--- src/rtl/rr_request_arbiter_pkg.sv ---
`default_nettype none
// ============================================================================
// Module   : arb_pkg
// Purpose  : Shared types and sizes for the 16-way round-robin arbiter.
// Revision : 1.0  initial release
// ============================================================================
package arb_pkg;
  localparam int N_REQ = 16;
  localparam int ID_W  = 4;

  typedef enum logic [0:0] {
    IDLE  = 1'b0,
    GRANT = 1'b1
  } arb_state_t;

  typedef logic [N_REQ-1:0] req_vec_t;
  typedef logic [ID_W-1:0]  req_id_t;
endpackage
`default_nettype wire

--- src/rtl/rr_request_arbiter_rot_prio_encoder.sv ---
`default_nettype none
// ============================================================================
// Module   : rot_prio_encoder
// Purpose  : Rotating priority encoder; scans ptr, ptr-1, ... downward with wrap.
// Revision : 1.0  initial release
// ============================================================================
module rot_prio_encoder
  import arb_pkg::*;
(
  input  req_vec_t req,
  input  req_id_t  ptr,
  output logic     hit,
  output req_id_t  winner
);

  req_vec_t w_rot;
  req_id_t  w_top;

  // Rotate so that req[ptr] lands on the top bit and req[ptr+1] on bit 0.
  always_comb begin
    w_rot = '0;
    for (int i = 0; i < N_REQ; i++) begin
      w_rot[i] = req[ptr + ID_W'(i + 1)];
    end
  end

  always_comb begin
    w_top = '0;
    for (int i = 0; i < N_REQ; i++) begin
      if (w_rot[i]) begin
        w_top = ID_W'(i);
      end
    end
  end

  assign hit    = |w_rot;
  assign winner = ptr + w_top + ID_W'(1);

endmodule
`default_nettype wire

--- config.mk ---
export PLATFORM = sky130hd
export DESIGN_NAME = rot_prio_encoder
export DESIGN_NICKNAME = d
export VERILOG_FILES = /design/src/rtl/rr_request_arbiter_pkg.sv /design/src/rtl/rr_request_arbiter_rot_prio_encoder.sv
export SDC_FILE = /design/constraint.sdc
export NUM_CORES = 1
export LEC_CHECK = 0
export CORE_ASPECT_RATIO = 2
export CORE_UTILIZATION = 50
export DETAILED_ROUTE_END_ITERATION = 6
export GPL_TIMING_DRIVEN = 0
export PLACE_DENSITY = 0.89
export SYNTH_ARGS = -nofsm -noshare
export SYNTH_HDL_FRONTEND = slang
export SYNTH_SLANG_ARGS = --single-unit
--- constraint.sdc ---
create_clock -name vclk -period 8.15
set_input_delay 1.63 -clock vclk [all_inputs]
set_output_delay 1.63 -clock vclk [all_outputs]
set_load 0.1 [all_outputs]
==> results of run 1 <==
==> area by class of cell <==
type                            instances  share of cell area
Buffer                                  7             0.02982
Inverter                               11             0.02752
Multi-Input combinational cell         98              0.7813
Tap cell                               28             0.02141
Timing Repair Buffer                   24              0.1399
==> critical path, stage by stage <==
cell	delay, ps
clkdlybuf4s50_1	520
buf_6	180
clkbuf_4	250
clkinvlp_4	200
ha_1	320
buf_2	230
mux4_2	590
mux4_2	530
nor4_1	330
o21ai_0	170
o21a_1	220
ha_1	270
inv_1	50
dlygate4sd2_1	840
==> power groups by stage <==
stage	Sequential (uW)	Combinational [uW]	Clock, uW
after global placement	0	193	0
after global routing	0	208	0
after floorplan	0	153	0
final	0	195	0
after CTS	0	195	0
after detailed placement	0	199	0
==> placed cells by master (no fill, tap or decap), drive strengths merged <==
master         synthesis  final
nor4                   3      3
xnor2                  6      6
clkinvlp               0      1
a221oi                 1      1
a21o                   1      1
xor2                   5      5
inv                   10     10
clkdlybuf4s50          0     19
a21boi                 2      2
nor4b                  1      1
a311oi                 1      1
mux2                   4      4
nand2b                 2      2
o21a                   1      1
nor2                   6      6
mux4                  29     29
o221ai                 1      1
ha                    10     10
nand2                  4      4
o21ai                  4      4
dlygate4sd2            0      1
nand3                  2      2
a21oi                  3      3
fa                     1      1
a211o                  1      1
mux2i                 10     10
clkbuf                 1      3
buf                    6      7
dlymetal6s2s           0      1
==> how the worst min path moves through the flow <==
stage / startpoint / end / slack (ps)
floorplan: ptr[2] / winner[2] / 3920
global placement: ptr[3] / winner[3] / 4940
detailed placement: ptr[3] / winner[3] / 4960
CTS: ptr[3] / winner[3] / 4290
global route: ptr[3] / winner[3] / 4300
finish: ptr[3] / winner[3] / 4230
==> cells in the mapped netlist, drive strengths merged <==
cell,instances
o221ai,1
o21a,1
o21ai,4
ha,10
clkbuf,1
inv,10
mux2i,10
nor2,6
a311oi,1
mux2,4
nor4,3
nand2,4
nand2b,2
a21boi,2
mux4,29
a221oi,1
a211o,1
clkinv,1
fa,1
xor2,5
nor4b,1
buf,6
xnor2,6
a21oi,3
a21o,1
nand3,2
==> metrics by stage <==
stage | power, uW | TNS, ps
global route | 207.5 | 0
finish | 195.5 | 0
CTS | 194.8 | 0
floorplan | 153.1 | 0
global placement | 193.0 | -1037
detailed placement | 199.1 | -1675
==> cells by family after synthesis <==
logic type               count (synthesis)
multiplexers                            43
AND/OR/NAND/NOR                         18
buffers and inverters                   18
AO/OA/AOI/OAI                           15
XOR/XNOR                                11
adder cells (fa/ha/maj)                 11
==> metal layers <==
metal  vias to the layer above  GRT usage
met5                         -          0
met4                         0     0.1310
met3                        20    0.02632
met2                        62     0.5167
met1                       633     0.3047
li1                        531          -
==> key figures, run 1 <==
Run status
  • Status: completed

Place
  • Area after DPL: 1642 sq um
  • RePlAce Congestion: 0.9657
  • Detailed placer's ending HPWL: 3098 um
  • Port bufs: 24
  • Placed cell count: 168
  • Pre-CTS setup slack: -679.4 ps

Synth
  • XOR/XNOR Fraction of Synth Area: 0.07051
  • Yosys warnings: 0
  • Largest family of logic cells by synthesized area: multiplexers
  • Synth top area cells: mux4_2 (35%), mux4_1 (15%), ha_1 (9.2%), mux2i_1 (7.3%), xnor2_1 (3.8%)
  • Most area-hungry cell type in the Yosys netlist: mux4_2
  • Post-synthesis simple-gate area fraction: 0.07967
  • Compound-Gate Fraction of Synth Area: 0.07326
  • Top cell type's share of synthesized area: 0.3462
  • Avg Cell Area, Syn: 11.78 sq um
  • Mapped Nets: 147
  • Yosys cell types: 30
  • Sequential area share after synthesis: 0
  • Cells after synthesis: 116
  • Post-synthesis mux area share: 0.6062
  • Adder-Cell Fraction of Synth Area: 0.1062
  • Mapped Area: 1366 sq um

Finish
  • Layout Cells excl Fill: 168
  • Clock buffers: 0
  • Share of layout cells above drive strength 1: 0.2643
  • Area growth, synth to finish: 19.78%
  • Sequential cell area: 0 sq um
  • Num sequential: 0
  • Final instance area: 1637 sq um
  • Multi-input gate area: 1279 sq um
  • Final Util: 0.6368
  • Fillcell total: 201
  • Antenna cell count: 0
  • Nets: 173

Global routing
  • Vias in the first global route: 1,336
  • Grt ovf: 0
  • Antenna violations before repair: 0
  • Total global-route track usage: 0.2867
  • Global-route wire length before repair: 6223 um
  • Largest net degree at the start of global routing: 11

Worst setup path
  • Crit path max fanout: 10
  • Required time of the critical path: 6520 ps
  • Critical path class: in2out
  • CP startpoint: ptr[0]
  • CP arrival: 6320 ps
  • Crit path to: winner[0]
  • CP Launch Type: primary input
  • Crit path capture type: output port

STA
  • Worst slew pin tran: 956.5 ps
  • Setup slack after layout: 202.0 ps
  • Hold Slack: 4229 ps
  • Max Fclk: 125.8 MHz
  • Fin crit share: 0.9752
  • Final min period: 7948 ps
  • Max Slew Vio Count: 0
  • Slew Limit Headroom: 0.3604
  • RSZ-0062 raised after global routing: no
  • Final setup viols: 0
  • Final hold vios: 0

Drt
  • Post-DR vias/cell: 7.417
  • Routed WL per cell: 21.50 um
  • Via count: 1,246
  • DRT Pass-1 Iters: 5
  • Antenna Nets Post-Route: 0
  • DR top layer: met4
  • DR iter-0 viols: 22
  • Met2 WL: 2184 um
  • DRT Wirelength: 3612 um
  • # DRC: 0
  • Met3 Wirelength: 120 um
  • Met1 WL: 1095 um

Clock network
  • CTS resizes: 10
  • Setup Buffers After CTS: 0
  • Post-CTS Hold Buffers: 0

Worst hold path
  • Hold depth: 5
  • Hold Path Class: in2out

Power and ir drop
  • Power Density: 119.4 nW/um^2
  • Internal: 74.15 uW
  • Leakage: 0.0006495 uW
  • P_sw: 121.3 uW
  • Peak supply drop: 0.09498 mV
  • Clock power frac: 0
  • Switch share: 0.6207
  • Combinational power share: 1.000
  • Reg power frac: 0

Job
  • Number of max-cap violations: 0

Die
  • Num ports: 25
  • Initial core utilization: 0.5316
  • CORE AREA: 2570 sq um
  • Site Rows: 26
  • Die Area: 2958 sq um
  • Chip Width: 38.97 um
  • Die Y: 75.93 um
Note: power is estimated with default switching activity, not from simulation.
==> inputs of run 2 (changes only) <==
--- a/config.mk
+++ b/config.mk
@@ -5,11 +5,13 @@
 export SDC_FILE = /design/constraint.sdc
 export NUM_CORES = 1
 export LEC_CHECK = 0
+export CELL_PAD_IN_SITES_DETAIL_PLACEMENT = 1
+export CELL_PAD_IN_SITES_GLOBAL_PLACEMENT = 1
 export CORE_ASPECT_RATIO = 2
-export CORE_UTILIZATION = 50
+export CORE_UTILIZATION = 45
 export DETAILED_ROUTE_END_ITERATION = 6
 export GPL_TIMING_DRIVEN = 0
-export PLACE_DENSITY = 0.89
+export PLACE_DENSITY = 0.92
 export SYNTH_ARGS = -nofsm -noshare
 export SYNTH_HDL_FRONTEND = slang
 export SYNTH_SLANG_ARGS = --single-unit
==> key figures, run 2 (synthesis results as in run 1) <==
Run status
  • Status: completed

Global routing
  • Total global-route track usage: 0.2694 (-0.01725)
  • Grt ovf: 0 (unchanged)
  • Largest net degree at the start of global routing: 11 (unchanged)
  • Global-route wire length before repair: 6072 um (-2.4%)
  • Vias in the first global route: 1,288 (-3.6%)
  • Antenna violations before repair: 0 (unchanged)

Die
  • Num ports: 25 (unchanged)
  • Site Rows: 28 (+7.7%)
  • Die Area: 3274 sq um (+11%)
  • Die Y: 79.93 um (+5.3%)
  • Chip Width: 40.97 um (+5.1%)
  • CORE AREA: 2908 sq um (+13%)
  • Initial core utilization: 0.4699 (-0.06177)

STA
  • Final setup viols: 0 (unchanged)
  • Setup TNS: 0 ps (unchanged)
  • Final hold vios: 0 (unchanged)
  • Worst slew pin tran: 957.5 ps (+1.024 ps)
  • RSZ-0062 raised after global routing: no
  • Slew Limit Headroom: 0.3597 (-0.0006840)
  • Max Slew Vio Count: 0 (unchanged)
  • Max Fclk: 126.2 MHz (+0.30%)
  • Final min period: 7924 ps (-23.60 ps)
  • Hold Slack: 4217 ps (-11.98 ps)
  • Fin crit share: 0.9723 (-0.002895)

Finish
  • Sequential cell area: 0 sq um (unchanged)
  • Area growth, synth to finish: 21.15%
  • Commonest cells after routing, fill and taps aside: mux4_2 (21), clkdlybuf4s50_1 (19), mux2i_1 (10), inv_1 (10), ha_1 (10)
  • Antenna cell count: 0 (unchanged)
  • Multi-input gate area: 1279 sq um (unchanged)
  • Num sequential: 0 (unchanged)
  • Nets: 173 (unchanged)
  • Fillcell total: 321 (+60%)
  • Most common cell after layout, fill and taps aside: mux4_2
  • Clock buffers: 0 (unchanged)
  • Share of layout cells above drive strength 1: 0.2643 (unchanged)
  • Layout Cells excl Fill: 170 (+1.2%)

Worst setup path
  • CP max-delay cell: mux4_1
  • CP Launch Type: primary input
  • Critical path class: in2out
  • CP peak stage delay: 560 ps (-280 ps)
  • Required time of the critical path: 6520 ps (about the same)
  • CP arrival: 6290 ps (-30 ps)
  • Crit path max fanout: 10 (unchanged)
  • Crit path capture type: output port
  • Crit-path cells: clkdlybuf4s50_1, buf_6, clkbuf_4, clkinvlp_4, ha_1, buf_2, mux4_2, mux4_1, a211o_1, a311oi_1, o21ai_1, ha_1, a21o_1, a21oi_1, xor2_1, xnor2_1, buf_6

Power and ir drop
  • Power Density: 122.2 nW/um^2 (+2.3%)
  • Peak supply drop: 0.08683 mV (-8.6%)
  • Pwr Total: 202.4 uW (+3.5%)
  • Leakage: 0.0006522 uW (+0.41%)

Drt
  • # DRC: 0 (unchanged)
  • Antenna Nets Post-Route: 0 (unchanged)
  • Routed WL per cell: 23.18 um (+7.8%)
  • DRT Wirelength: 3940 um (+9.1%)
  • Post-DR vias/cell: 6.971 (-6.0%)
  • DR iter-0 viols: 37 (+68%)
  • DRT Pass-1 Iters: 4 (-1)
  • Via count: 1,185 (-4.9%)

Place
  • Port bufs: 24 (unchanged)
  • RePlAce Congestion: 0.8957 (-7.2%)
  • Detailed placer's ending HPWL: 3456 um (+12%)
  • Placed cell count: 170 (+1.2%)

Clock network
  • Setup Buffers After CTS: 0 (unchanged)
  • Post-CTS Hold Buffers: 0 (unchanged)

Job
  • Number of max-cap violations: 0 (unchanged)

Worst hold path
  • Hold Path Class: in2out
[run 2: cell count changes in the layout (fill, tap and decap cells not counted)]
cell,previous run,this run
buf_2,4,3
clkdlybuf4s15_2,0,2
buf_4,1,0
clkbuf_2,1,0
buf_6,2,3
[run 2: timing repair]
action | 4_1_cts | 5_1_grt
resized for setup | 13 | 4
pin swaps | 0 | 0
setup endpoints to repair | 4 | 4
[run 2: path summary, 6_finish.rpt]
| path | start | endpoint | cells past startpoint |
|---|---|---|---|
| max | ptr[0] | winner[3] | 17 |
| min | ptr[3] | winner[3] | 5 |
[run 2: critical path, delay by kind of cell]
family / cells / cell delay (ps)
multiplexers: 2 / 930
XOR/XNOR: 2 / 380
AO/OA/AOI/OAI: 5 / 1110
buffers and inverters: 6 / 1600
adder cells (fa/ha/maj): 2 / 630
[run 2: cell type report]
| cell class | count | share of cell area |
|---|---|---|
| Timing Repair Buffer | 24 | 0.1481 |
| Tap cell | 30 | 0.02268 |
| Multi-Input combinational cell | 98 | 0.7725 |
| Inverter | 11 | 0.02721 |
| Buffer | 7 | 0.02948 |
[run 2: per-stage QoR]
stage | util | setup WS [ps] | instance area, sq um
after floorplan | - | 97.48 | 1366
after global placement | 0.5654 | -574.8 | 1644
after detailed placement | 0.5654 | -797.1 | 1644
after CTS | 0.5650 | 43.30 | 1643
after global routing | 0.5693 | 4.343 | 1655
final | 0.5693 | 225.6 | 1655
[run 2: routing by layer]
| metal | vias up | GRT usage | wire (um) |
|---|---|---|---|
| li1 | 534 | - | - |
| met1 | 599 | 0.2617 | 1225 |
| met2 | 38 | 0.5172 | 2471 |
| met3 | 14 | 0.008357 | 82 |
| met4 | 0 | 0.1067 | 161 |
| met5 | - | 0 | 0 |
[run 2: power by group]
part           internal, uW  switching [uW]  total (uW)  leakage [uW]
Clock                     0               0           0             0
Combinational          78.1             124         202      0.000652
Sequential                0               0           0             0
Total                  78.1             124         202      0.000652
==> inputs of run 3 (changes only) <==
--- a/config.mk
+++ b/config.mk
@@ -8,10 +8,10 @@
 export CELL_PAD_IN_SITES_DETAIL_PLACEMENT = 1
 export CELL_PAD_IN_SITES_GLOBAL_PLACEMENT = 1
 export CORE_ASPECT_RATIO = 2
-export CORE_UTILIZATION = 45
+export CORE_UTILIZATION = 48
 export DETAILED_ROUTE_END_ITERATION = 6
 export GPL_TIMING_DRIVEN = 0
-export PLACE_DENSITY = 0.92
+export PLACE_DENSITY = 0.95
 export SYNTH_ARGS = -nofsm -noshare
 export SYNTH_HDL_FRONTEND = slang
 export SYNTH_SLANG_ARGS = --single-unit
==> constraint.sdc (replaced) <==
create_clock -name vclk -period 9.4
set_input_delay 1.88 -clock vclk [all_inputs]
set_output_delay 1.88 -clock vclk [all_outputs]
set_load 0.1 [all_outputs]
==> key figures, run 3 (synthesis results as in run 1) <==
Global routing
  • Total global-route track usage: 0.3067 (+0.03728)
  • Met2 usage in global routing: 0.6098 (+0.09265)
  • GRT busiest layer: met2
  • M1 GR Usage: 0.3065 (+0.04480)
  • Global-route wire length before repair: 6582 um (+8.4%)
  • Vias in the first global route: 1,337 (+3.8%)
  • Antenna violations before repair: 0 (unchanged)
  • Largest net degree at the start of global routing: 11 (unchanged)
  • Grt ovf: 0 (unchanged)
  • Met3 Use GR: 0.005714 (-0.002642)

Die
  • CORE AREA: 2736 sq um (-5.9%)
  • Die Y: 77.45 um (-3.1%)
  • Site Rows: 27 (-3.6%)
  • Die Area: 3077 sq um (-6.0%)
  • Num ports: 25 (unchanged)
  • Chip Width: 39.73 um (-3.0%)
  • Initial core utilization: 0.4993 (+0.02943)

Worst setup path
  • Worst path top cell family by delay: buffers and inverters
  • Crit-path cells: clkdlybuf4s50_1, buf_6, buf_2, clkinv_1, ha_1, buf_2, mux4_2, mux4_2, nor4_1, o21ai_0, o21a_1, ha_1, inv_1, fa_1, xor2_1, clkdlybuf4s50_1
  • CP peak stage delay: 1150 ps (+590 ps)
  • Required time of the critical path: 7520 ps (+1000 ps)
  • CP arrival: 7280 ps (+990 ps)
  • Crit path max fanout: 10 (unchanged)
  • Worst Path Buf+Inv: 7 (+1)
  • CP max-delay cell: clkdlybuf4s50_1
  • Crit path capture type: output port
  • CP Launch Type: primary input
  • Critical path class: in2out

Drt
  • Routed WL per cell: 24.96 um (+7.7%)
  • DRT Wirelength: 4218 um (+7.1%)
  • Post-DR vias/cell: 7.290 (+4.6%)
  • DR iter-0 viols: 33 (-11%)
  • DRT Pass-1 Iters: 4 (unchanged)
  • Via count: 1,232 (+4.0%)
  • Antenna Nets Post-Route: 0 (unchanged)
  • # DRC: 0 (unchanged)

Place
  • Pre-CTS setup slack: -15.93 ps (+781.1 ps)
  • Port bufs: 24 (unchanged)
  • RePlAce Congestion: 0.9254 (+3.3%)
  • Detailed placer's ending HPWL: 3668 um (+6.1%)

STA
  • Max Fclk: 109.2 MHz
  • Final hold vios: 0 (unchanged)
  • Setup slack after layout: 240.4 ps (+14.75 ps)
  • Worst slew pin tran: 972.6 ps (+15.12 ps)
  • RSZ-0062 raised after global routing: no
  • Hold Slack: 5227 ps (+1009 ps)
  • Final min period: 9160 ps
  • Fin crit share: 0.9744
  • Final setup viols: 0 (unchanged)
  • Slew Limit Headroom: 0.3496 (-0.01011)
  • Max Slew Vio Count: 0 (unchanged)

Finish
  • Clock buffers: 0 (unchanged)
  • Nets: 173 (unchanged)
  • Area growth, synth to finish: 20.24%
  • Sequential cell area: 0 sq um (unchanged)
  • Most common cell after layout, fill and taps aside: clkdlybuf4s50_1
  • Antenna cell count: 0 (unchanged)
  • Num sequential: 0 (unchanged)
  • Final Util: 0.6004 (+0.03109)
  • Share of layout cells above drive strength 1: 0.2357 (-0.02857)
  • Commonest cells after routing, fill and taps aside: clkdlybuf4s50_1 (23), mux4_2 (21), mux2i_1 (10), inv_1 (10), ha_1 (10)

Run status
  • Status: completed

Power and ir drop
  • Pwr Total: 177.0 uW (-13%)
  • Power Density: 107.7 nW/um^2 (-12%)
  • Leakage: 0.0006393 uW (-2.0%)
  • Peak supply drop: 0.08994 mV (+3.6%)

Job
  • Number of max-cap violations: 0 (unchanged)

Clock network
  • Setup Buffers After CTS: 0 (unchanged)
  • Post-CTS Hold Buffers: 0 (unchanged)

Worst hold path
  • Hold Path Class: in2out
-- run 3: cell types whose count changed in the layout (fill, tap and decap cells not counted) --
cell	change
clkdlybuf4s15_1	+1
dlygate4sd2_1	-1
buf_6	-1
clkdlybuf4s50_1	+4
clkinv_1	+1
dlymetal6s2s_1	-1
buf_2	+1
clkinvlp_4	-1
clkdlybuf4s15_2	-2
clkbuf_4	-1
-- run 3: final timing paths --
| path | start | to | slack [ps] | depth (start not counted) |
|---|---|---|---|---|
| setup / recovery | ptr[0] | winner[2] | 240 | 16 |
| hold / removal | ptr[3] | winner[3] | 5230 | 5 |
-- run 3: repair_timing --
item,in CTS,in global routing
setup endpoints to repair,1,1
hold endpoints to repair,0,0
gates resized for setup,1,1
-- run 3: layout make-up --
type / count / area, sq um
multi-input cells: 98 / 1279
well taps: 29 / 36.28
fillers: 296 / 1094
inverters: 11 / 41.29
plain buffers: 7 / 46.29
repair buffers: 24 / 240.2
-- run 3: per-layer routing --
layer / routed length, um / vias to the layer above
met5: 0 / -
met4: 135 / 0
met1: 1334 / 641
met3: 86 / 11
met2: 2660 / 52
li1: - / 528
-- run 3: report_power, final --
group / internal [uW] / switching [uW]
Clock: 0 / 0
Sequential: 0 / 0
Combinational: 68.7 / 108
-- run 3: per-stage QoR --
step	instance area [sq um]	std cells	TNS (ps)
6_report	1643	169	0
5_1_grt	1643	169	0
4_1_cts	1642	169	0
3_5_place_dp	1643	169	-15.93
3_3_place_gp	1643	169	0
2_1_floorplan	1366	116	0
